### src/rtl/bp_pkg.sv
// Shared types and default sizing for the branch predictor update scheduler.
// Optional hit counter is enabled by defining BP_HIT_COUNT_EN.
package bp_pkg;

   localparam int unsigned BP_DEPTH  = 4;
   localparam int unsigned BP_ADDR_W = 3;
   localparam int unsigned BP_CNT_W  = 16;

   // One in-flight lookup at the default address width
   typedef struct packed {
      logic [BP_ADDR_W-1:0] addr;
      logic                 pred;
   } bp_entry_t;

   typedef enum logic {
      ST_RUN   = 1'b0,
      ST_FLUSH = 1'b1
   } bp_state_e;

endpackage

### src/rtl/bp_inflight_fifo.sv
// In-order queue of outstanding branch lookups with separate occupancy count
// and a synchronous clear that dominates any same-cycle push or pop.
module bp_inflight_fifo
   import bp_pkg::*;
#(
   parameter int unsigned DEPTH   = BP_DEPTH,
   parameter type         entry_t = bp_entry_t
) (
   input  logic                   clk_i,
   input  logic                   rst_i,
   input  logic                   clr_i,
   input  logic                   push_i,
   input  logic                   pop_i,
   input  entry_t                 push_data_i,
   output entry_t                 head_o,
   output logic [$clog2(DEPTH):0] occ_o
);

   localparam int unsigned PTR_W = $clog2(DEPTH);
   localparam logic [PTR_W-1:0] PTR_ONE = PTR_W'(1);
   localparam logic [PTR_W:0]   OCC_ONE = (PTR_W + 1)'(1);

   entry_t           mem_q [DEPTH];
   logic [PTR_W-1:0] head_q;
   logic [PTR_W-1:0] tail_q;
   logic [PTR_W:0]   occ_q;

   // Entry storage; slots outside the live window are don't-care, so no reset
   always_ff @(posedge clk_i) begin
      if (push_i) begin
         mem_q[tail_q] <= push_data_i;
      end
   end

   // Pointers wrap for free because DEPTH is a power of two
   always_ff @(posedge clk_i) begin
      if (rst_i || clr_i) begin
         head_q <= '0;
         tail_q <= '0;
         occ_q  <= '0;
      end else begin
         if (push_i) begin
            tail_q <= tail_q + PTR_ONE;
         end
         if (pop_i) begin
            head_q <= head_q + PTR_ONE;
         end
         case ({push_i, pop_i})
            2'b10:   occ_q <= occ_q + OCC_ONE;
            2'b01:   occ_q <= occ_q - OCC_ONE;
            default: occ_q <= occ_q;
         endcase
      end
   end

   assign head_o = mem_q[head_q];
   assign occ_o  = occ_q;

endmodule

### src/rtl/bp_update_scheduler.sv
// Branch predictor update scheduler: tracks in-flight lookups, issues one
// table write per resolved branch, flushes on misprediction, counts misses.
// Define BP_HIT_COUNT_EN to add the saturating HITS output.
module bp_update_scheduler
   import bp_pkg::*;
#(
   parameter int unsigned DEPTH  = BP_DEPTH,
   parameter int unsigned ADDR_W = BP_ADDR_W,
   parameter int unsigned CNT_W  = BP_CNT_W
) (
   input  logic                   CLOCK,
   input  logic                   INIT,
   input  logic                   LOOKUP_VALID,
   input  logic [ADDR_W-1:0]      LOOKUP_ADDR,
   input  logic                   PRED_IN,
   output logic                   LOOKUP_READY,
   input  logic                   RESOLVE_VALID,
   input  logic                   RESOLVE_OUTCOME,
   output logic                   UPD_VALID,
   output logic [ADDR_W-1:0]      UPD_ADDR,
   output logic                   UPD_OUTCOME,
   output logic                   FLUSH,
   output logic [CNT_W-1:0]       MISSES,
`ifdef BP_HIT_COUNT_EN
   output logic [CNT_W-1:0]       HITS,
`endif
   output logic [$clog2(DEPTH):0] OCCUPANCY
);

   localparam int unsigned OCC_W = $clog2(DEPTH) + 1;
   localparam logic [OCC_W-1:0] OCC_FULL = OCC_W'(DEPTH);
   localparam logic [OCC_W-1:0] OCC_ONE  = OCC_W'(1);
   localparam logic [CNT_W-1:0] CNT_ONE  = CNT_W'(1);

   // Same layout as bp_entry_t, resized to this instance's address width
   typedef struct packed {
      logic [ADDR_W-1:0] addr;
      logic              pred;
   } sched_entry_t;

   bp_state_e         state_q, state_d;
   logic              ready_q, ready_d;
   logic              upd_valid_q, upd_valid_d;
   logic [ADDR_W-1:0] upd_addr_q, upd_addr_d;
   logic              upd_outcome_q, upd_outcome_d;
   logic              flush_q, flush_d;
   logic [CNT_W-1:0]  misses_q, misses_d;
`ifdef BP_HIT_COUNT_EN
   logic [CNT_W-1:0]  hits_q, hits_d;
`endif

   sched_entry_t      push_entry;
   sched_entry_t      head;
   logic [OCC_W-1:0]  occ;
   logic [OCC_W-1:0]  occ_next;
   logic              push;
   logic              pop;
   logic              miss;

   bp_inflight_fifo #(
      .DEPTH   (DEPTH),
      .entry_t (sched_entry_t)
   ) u_fifo (
      .clk_i       (CLOCK),
      .rst_i       (INIT),
      .clr_i       (miss),
      .push_i      (push),
      .pop_i       (pop),
      .push_data_i (push_entry),
      .head_o      (head),
      .occ_o       (occ)
   );

   // Accept/resolve decisions and next values of every registered output;
   // ready is precomputed from next occupancy so it can be a flop
   always_comb begin
      push       = LOOKUP_VALID && ready_q;
      pop        = RESOLVE_VALID && (state_q == ST_RUN) && (occ != '0);
      miss       = pop && (head.pred != RESOLVE_OUTCOME);
      push_entry = '{addr: LOOKUP_ADDR, pred: PRED_IN};

      occ_next = occ;
      if (miss) begin
         occ_next = '0;
      end else if (push && !pop) begin
         occ_next = occ + OCC_ONE;
      end else if (pop && !push) begin
         occ_next = occ - OCC_ONE;
      end

      state_d       = miss ? ST_FLUSH : ST_RUN;
      ready_d       = (state_d == ST_RUN) && (occ_next < OCC_FULL);
      upd_valid_d   = pop;
      upd_addr_d    = pop ? head.addr : upd_addr_q;
      upd_outcome_d = pop ? RESOLVE_OUTCOME : upd_outcome_q;
      flush_d       = miss;
      misses_d      = (miss && (misses_q != '1)) ? misses_q + CNT_ONE : misses_q;
`ifdef BP_HIT_COUNT_EN
      hits_d        = (pop && !miss && (hits_q != '1)) ? hits_q + CNT_ONE : hits_q;
`endif
   end

   // FSM and registered outputs
   always_ff @(posedge CLOCK) begin
      if (INIT) begin
         state_q       <= ST_RUN;
         ready_q       <= 1'b0;
         upd_valid_q   <= 1'b0;
         upd_addr_q    <= '0;
         upd_outcome_q <= 1'b0;
         flush_q       <= 1'b0;
         misses_q      <= '0;
`ifdef BP_HIT_COUNT_EN
         hits_q        <= '0;
`endif
      end else begin
         state_q       <= state_d;
         ready_q       <= ready_d;
         upd_valid_q   <= upd_valid_d;
         upd_addr_q    <= upd_addr_d;
         upd_outcome_q <= upd_outcome_d;
         flush_q       <= flush_d;
         misses_q      <= misses_d;
`ifdef BP_HIT_COUNT_EN
         hits_q        <= hits_d;
`endif
      end
   end

   assign LOOKUP_READY = ready_q;
   assign UPD_VALID    = upd_valid_q;
   assign UPD_ADDR     = upd_addr_q;
   assign UPD_OUTCOME  = upd_outcome_q;
   assign FLUSH        = flush_q;
   assign MISSES       = misses_q;
   assign OCCUPANCY    = occ;
`ifdef BP_HIT_COUNT_EN
   assign HITS         = hits_q;
`endif

endmodule
### config.mk
export PLATFORM = sky130hd
export DESIGN_NAME = bp_update_scheduler
export DESIGN_NICKNAME = d
export VERILOG_FILES = /design/src/rtl/bp_pkg.sv /design/src/rtl/bp_inflight_fifo.sv /design/src/rtl/bp_update_scheduler.sv
export SDC_FILE = /design/constraint.sdc
export NUM_CORES = 1
export LEC_CHECK = 0
export CAP_MARGIN = 25
export CORE_ASPECT_RATIO = 0.9
export CORE_UTILIZATION = 40
export CTS_BUF_LIST = sky130_fd_sc_hd__clkbuf_2
export CTS_CLUSTER_DIAMETER = 200
export DETAILED_ROUTE_END_ITERATION = 16
export PLACE_DENSITY = 0.59
export SKIP_CTS_REPAIR_TIMING = 1
export SLEW_MARGIN = 20
export SYNTH_ARGS = -nofsm -noshare
export SYNTH_HDL_FRONTEND = slang
export SYNTH_HIERARCHICAL = 1
export SYNTH_SLANG_ARGS = --single-unit
### constraint.sdc
create_clock -name CLOCK -period 2.9 [get_ports CLOCK]
set_clock_uncertainty 0.1 [all_clocks]
set_input_delay 0.87 -clock CLOCK [delete_from_list [all_inputs] [get_ports CLOCK]]
set_output_delay 0.87 -clock CLOCK [all_outputs]
set_load 0.05 [all_outputs]
# After elaboration in Yosys (flattened, before gate mapping)
# Memories as Yosys holds them, arrays and structs flattened. A register that Yosys moved wholly into a read port is not among the register bits.
# Index checks and enable logic that the tools add are counted.
# classes
n_eq_ne	4
reduce_logical	13
n_mux	9
bitwise	2
add_sub_neg	5
n_lt_le_gt_ge	1
# ops
cell	count
16-bit by 1-bit adder with 16-bit output, second input constant	1
16-bit != test, second input constant	1
3-bit two-way mux	3
1-bit logical AND	8
3-bit case mux with 2 select lines	1
2-bit by 1-bit adder with 2-bit output, second input constant	2
2-bit two-way mux	2
3-bit by 1-bit adder with 3-bit output, second input constant	1
3-bit < comparator, second input constant	1
1-bit two-way mux	3
3-bit nonzero test	1
3-bit by 1-bit subtractor with 3-bit output, second input constant	1
2-bit by 1-bit == test with 1-bit output, second input constant	1
2-bit == test, second input constant	1
1-bit logical NOT	2
1-bit inverter	2
2-bit nonzero test	1
1-bit logical OR	1
1-bit != test	1
# totals
word_cells	45
memories	1
mem_bits_rw	16
regBits	31
# memory_table
memory	depth	word_bits	read_ports	rd_ports_with_merged_regs	wr	line_no	rtl
u_fifo.mem_q	4	4	1	1	1	bp_inflight_fifo.sv:23	entry_t mem_q [DEPTH];

# Depth between registers and ports, before layout
# depth
word_depth	9
mapped_depth	11
mapped_depth_nobuf	9

# Cells and area by module
# Netlist, hierarchy kept.
# modules_own_cells
mod	area_each_um2	cells_per_inst	instances
bp_update_scheduler	1143.6	141	1
bp_inflight_fifo	1004.7	62	1

# Worst setup path after synthesis
# Ideal clock, no wire load.
# synth_timing
path_type	register to register
start	reg u_fifo.occ_q[1] (netlist: u_fifo/occ_o[1])
end	reg misses_q[8] (netlist: MISSES[8])
arrival_ns	2.640
setup_time_ns	0.070
path_stages_with_launch	9
setup_slack_ns	0.089
period_less_slack_ns	2.811
n_path_buf	2
required_time_ns	2.730
path_cell_list	dfxtp_1 nor2_1 ha_1 or3b_1 buf_6 or4_1 buf_2 or4_1 a21oi_1
# synth_between
elab_chain_cells	4
# synth_rtl
item	line_no	rtl
from (decl)	bp_inflight_fifo.sv:26	logic [PTR_W:0] occ_q;
from (signal assigned)	bp_inflight_fifo.sv:49	2'b10: occ_q <= occ_q + OCC_ONE;
from (signal assigned)	bp_inflight_fifo.sv:50	2'b01: occ_q <= occ_q - OCC_ONE;
from (signal assigned)	bp_inflight_fifo.sv:51	default: occ_q <= occ_q;
3-bit nonzero test	bp_update_scheduler.sv:78	pop = RESOLVE_VALID && (state_q == ST_RUN) && (occ != '0);
1-bit logical AND	bp_update_scheduler.sv:78	
1-bit logical AND	bp_update_scheduler.sv:79	miss = pop && (head.pred != RESOLVE_OUTCOME);
1-bit logical AND	bp_update_scheduler.sv:97	misses_d = (miss && (misses_q != '1)) ? misses_q + CNT_ONE : misses_q;
to (signal assigned)	bp_update_scheduler.sv:123	misses_q <= misses_d;
to (decl)	bp_update_scheduler.sv:47	logic [CNT_W-1:0] misses_q, misses_d;
# No other way between the ends.
# A chain may end at the register's enable or synchronous reset.

# Worst setup path after layout
# layout_timing
start	reg misses_q[10] (netlist: MISSES[10])
end	out MISSES[10]
# layout_rtl
item	line_no	rtl
to (decl)	bp_update_scheduler.sv:23	output logic [CNT_W-1:0] MISSES,
# No word-level cell between the ends.

==> impl_metrics.py <==
metrics = {
    "yosys": {
        "yosys.cell_count.top_type": "dfxtp_1",
        "yosysTopAreaCell": "dfxtp_1",
        "synth-edff-count": 16,
        "synth_flop_cell": "dfxtp_1",
        "synthArstFlopShare": 0,
        "synth_cell_type_count": 35,
        "synth_common_cells": "dfxtp_1, nand2_1, a21oi_1",
        "syn_inst": 203,
        "syn-mean-instance-area_um2": 10.58,
        "synth_area_um2": 2148,
        "ys_ff_latch": 48,
        "seq_area_frac_synth": 0.5218,
        "synth_area_leaders": "dfxtp_1, edfxtp_1, mux4_1",
        "yosys_warnings": 6,
        "synth_nets": 220,
        "synth_top_area_frac": 0.2982,
    },
    "floorplanning": {
        "io_pins": 35,
        "die_x_um": 79.25,
        "die_h_um": 71.53,
        "initial_core_util": 0.4284,
        "fp.coreArea_um2": 5015,
        "num_rows": 24,
        "dieArea_um2": 5668,
    },
    "placement": {
        "pre_cts_ws_ns": -0.2370,
        "place_area_um2": 2685,
        "place.gp.congestion": 0.7795,
        "place_hpwl_um": 3059,
        "port_buffers": 34,
    },
    "outcome": {
        "status": "completed",
    },
    "finish": {
        "final_net_count": 274,
        "final_util": 0.5497,
        "drive_gt1_frac": 0.1240,
        "syn_to_final_growth_pct": 28.31,
        "final_area_um2": 2756,
        "fillers": 447,
        "num_antenna_cells": 0,
    },
    "critical_path": {
        "r2r_cells": 5,
        "worstSetupEndpointType": "output port",
        "crit_fanout": 8,
        "cp.depth": 1,
        "crit_chain": "clkdlybuf4s50_1",
        "startpoint": "MISSES[10]",
        "cp_top_family": "buffers and inverters",
        "required_ns": 1.93,
        "critPathLaunchType": "flop",
        "critPathBufInv": 1,
        "cp_slowest_cell": "clkdlybuf4s50_1",
        "endpoint": "MISSES[10]",
        "r2r_end": "MISSES[14]",
        "cpPeakStageDelay_ns": 0.85,
        "rrSetupSlack_ns": 0.27,
        "crit_type": "reg2out",
        "critical_path_arrival_ns": 1.80,
    },
    "clock_tree": {
        "cts_tree": "done",
        "clock_latency_ns": 0.42,
        "h-tree-depth": 2,
        "cts-root-buf": "clkbuf_2",
        "clock_sinks": 48,
        "clk_pin_slew_ns": 0.25,
        "numCtsBuffers": 5,
        "clockBufferDepth": 2,
    },
    "routing": {
        "ant_nets": 0,
        "first_pass_iters": 4,
        "drt-wirelength-per-cell_um": 12.71,
        "via_count": 1665,
        "first_iter_violations": 25,
        "drc_errors": 0,
        "routed_wl_um": 4105,
        "vias_per_cell": 5.155,
    },
    "sta": {
        "hold_viol": 0,
        "period_needed_ns": 2.768,
        "rsz0062_at_grt": "no",
        "max_clock_freq_ghz": 0.3613,
        "worst_slack_ns": 0.1322,
        "setup_viol": 0,
        "worstMarginPinSlew_ns": 0.5198,
        "slew-limit-headroom": 0.6508,
        "post-route-period-util": 0.9544,
        "tns_ns": 0,
        "slew_viol_final": 0,
    },
    "global_routing": {
        "track_usage": 0.1550,
        "grt_max_degree": 17,
        "grt_overflow": 0,
        "grt_pass1_vias": 1477,
        "antenna_found_initial": 0,
        "grt_pass1_wl_um": 6844,
    },
    "flow_run": {
        "max_cap_viol_count": 0,
    },
    "power": {
        "powerDensity_nw_per_um2": 675.7,
        "peakVddDrop_mv": 0.4367,
        "p_leak_nw": 0.9524,
    },
    "hold_path": {
        "hold_class": "reg2reg",
    },
}
## power by group
part / leakage [nW] / total [mW] / internal, mW / switching, mW
combinational: 0.508 / 0.646 / 0.283 / 0.363
clock: 0.0396 / 0.369 / 0.149 / 0.221
sequential: 0.404 / 0.847 / 0.779 / 0.0682
total: 0.952 / 1.86 / 1.21 / 0.652
## registers in the layout (all words and copies together), names as in the netlist, named ones only
register / flops
MISSES: 16
u_fifo/mem_q: 16
UPD_ADDR: 3
u_fifo/occ_o: 3
u_fifo/head_q: 2
u_fifo/tail_q: 2
LOOKUP_READY: 1
UPD_OUTCOME: 1
UPD_VALID: 1
state_q: 1
## placed cells by master (no fill, tap or decap), drive strengths merged, types with 3 or more instances in the layout
cell type | Yosys | final
and2 | 4 | 4
nand2 | 19 | 19
nor2b | 3 | 3
dfxtp | 32 | 32
nand3 | 5 | 5
clkdlybuf4s50 | 0 | 34
clkbuf | 5 | 5
edfxtp | 16 | 16
or4 | 8 | 8
buf | 2 | 20
a21oi | 18 | 18
mux4 | 4 | 4
nor2 | 13 | 13
xor2 | 3 | 3
or3 | 6 | 6
o31ai | 9 | 9
nor3 | 5 | 5
nor4 | 4 | 4
xnor2 | 4 | 4
mux2 | 3 | 3
o21ai | 5 | 5
ha | 7 | 7
nand4 | 5 | 5
inv | 9 | 10
## metrics by stage
stage                     instances  power [mW]  hold slack (ns)
after floorplan                 203       1.279           0.3847
after global placement          315       1.507           0.3456
after detailed placement        315       1.508           0.3531
after CTS                       323       1.887           0.3789
after global routing            323       1.966           0.3978
final                           323       1.863           0.3736
## cell families after synthesis
group           count (synthesis)  share of synthesized area
flops                          48                     0.5218
simple gates                   80                     0.1992
compound gates                 34                    0.09260
mux                             9                    0.07397
buf+inv                        17                    0.03378
fa+ha+maj                       8                    0.05009
xor+xnor                        7                    0.02854
## worst min-delay path by stage
stage | from | to | slack, ns | cells past startpoint
3_3_place_gp | UPD_ADDR[2] | UPD_ADDR[2] | 0.35 | 2
6_report | UPD_ADDR[0] | UPD_ADDR[0] | 0.37 | 2
5_1_grt | UPD_ADDR[0] | UPD_ADDR[0] | 0.40 | 2
4_1_cts | UPD_ADDR[0] | UPD_ADDR[0] | 0.38 | 2
3_5_place_dp | UPD_ADDR[0] | UPD_ADDR[0] | 0.35 | 2
2_1_floorplan | u_fifo/head_q[1] | flop | 0.38 | 2
## cell type report
class | count | area (µm²) | area share
Multi-Input combinational cell | 138 | 954.7 | 0.3463
Sequential cell | 48 | 1121 | 0.4067
Clock inverter | 3 | 46.29 | 0.01680
Clock buffer | 5 | 25.02 | 0.009079
Timing Repair Buffer | 54 | 490.5 | 0.1779
Inverter | 10 | 37.54 | 0.01362
Tap cell | 65 | 81.33 | 0.02951
## per-layer routing
metal | vias up | GRT usage | part of all wire
met5 | - | 0 | 0
met1 | 778 | 0.2142 | 0.51
met2 | 29 | 0.2404 | 0.45
met4 | 0 | 0.05455 | 0.010
met3 | 5 | 0.03439 | 0.026
li1 | 853 | - | -
No activity file was read; power rests on OpenSTA's default activity.
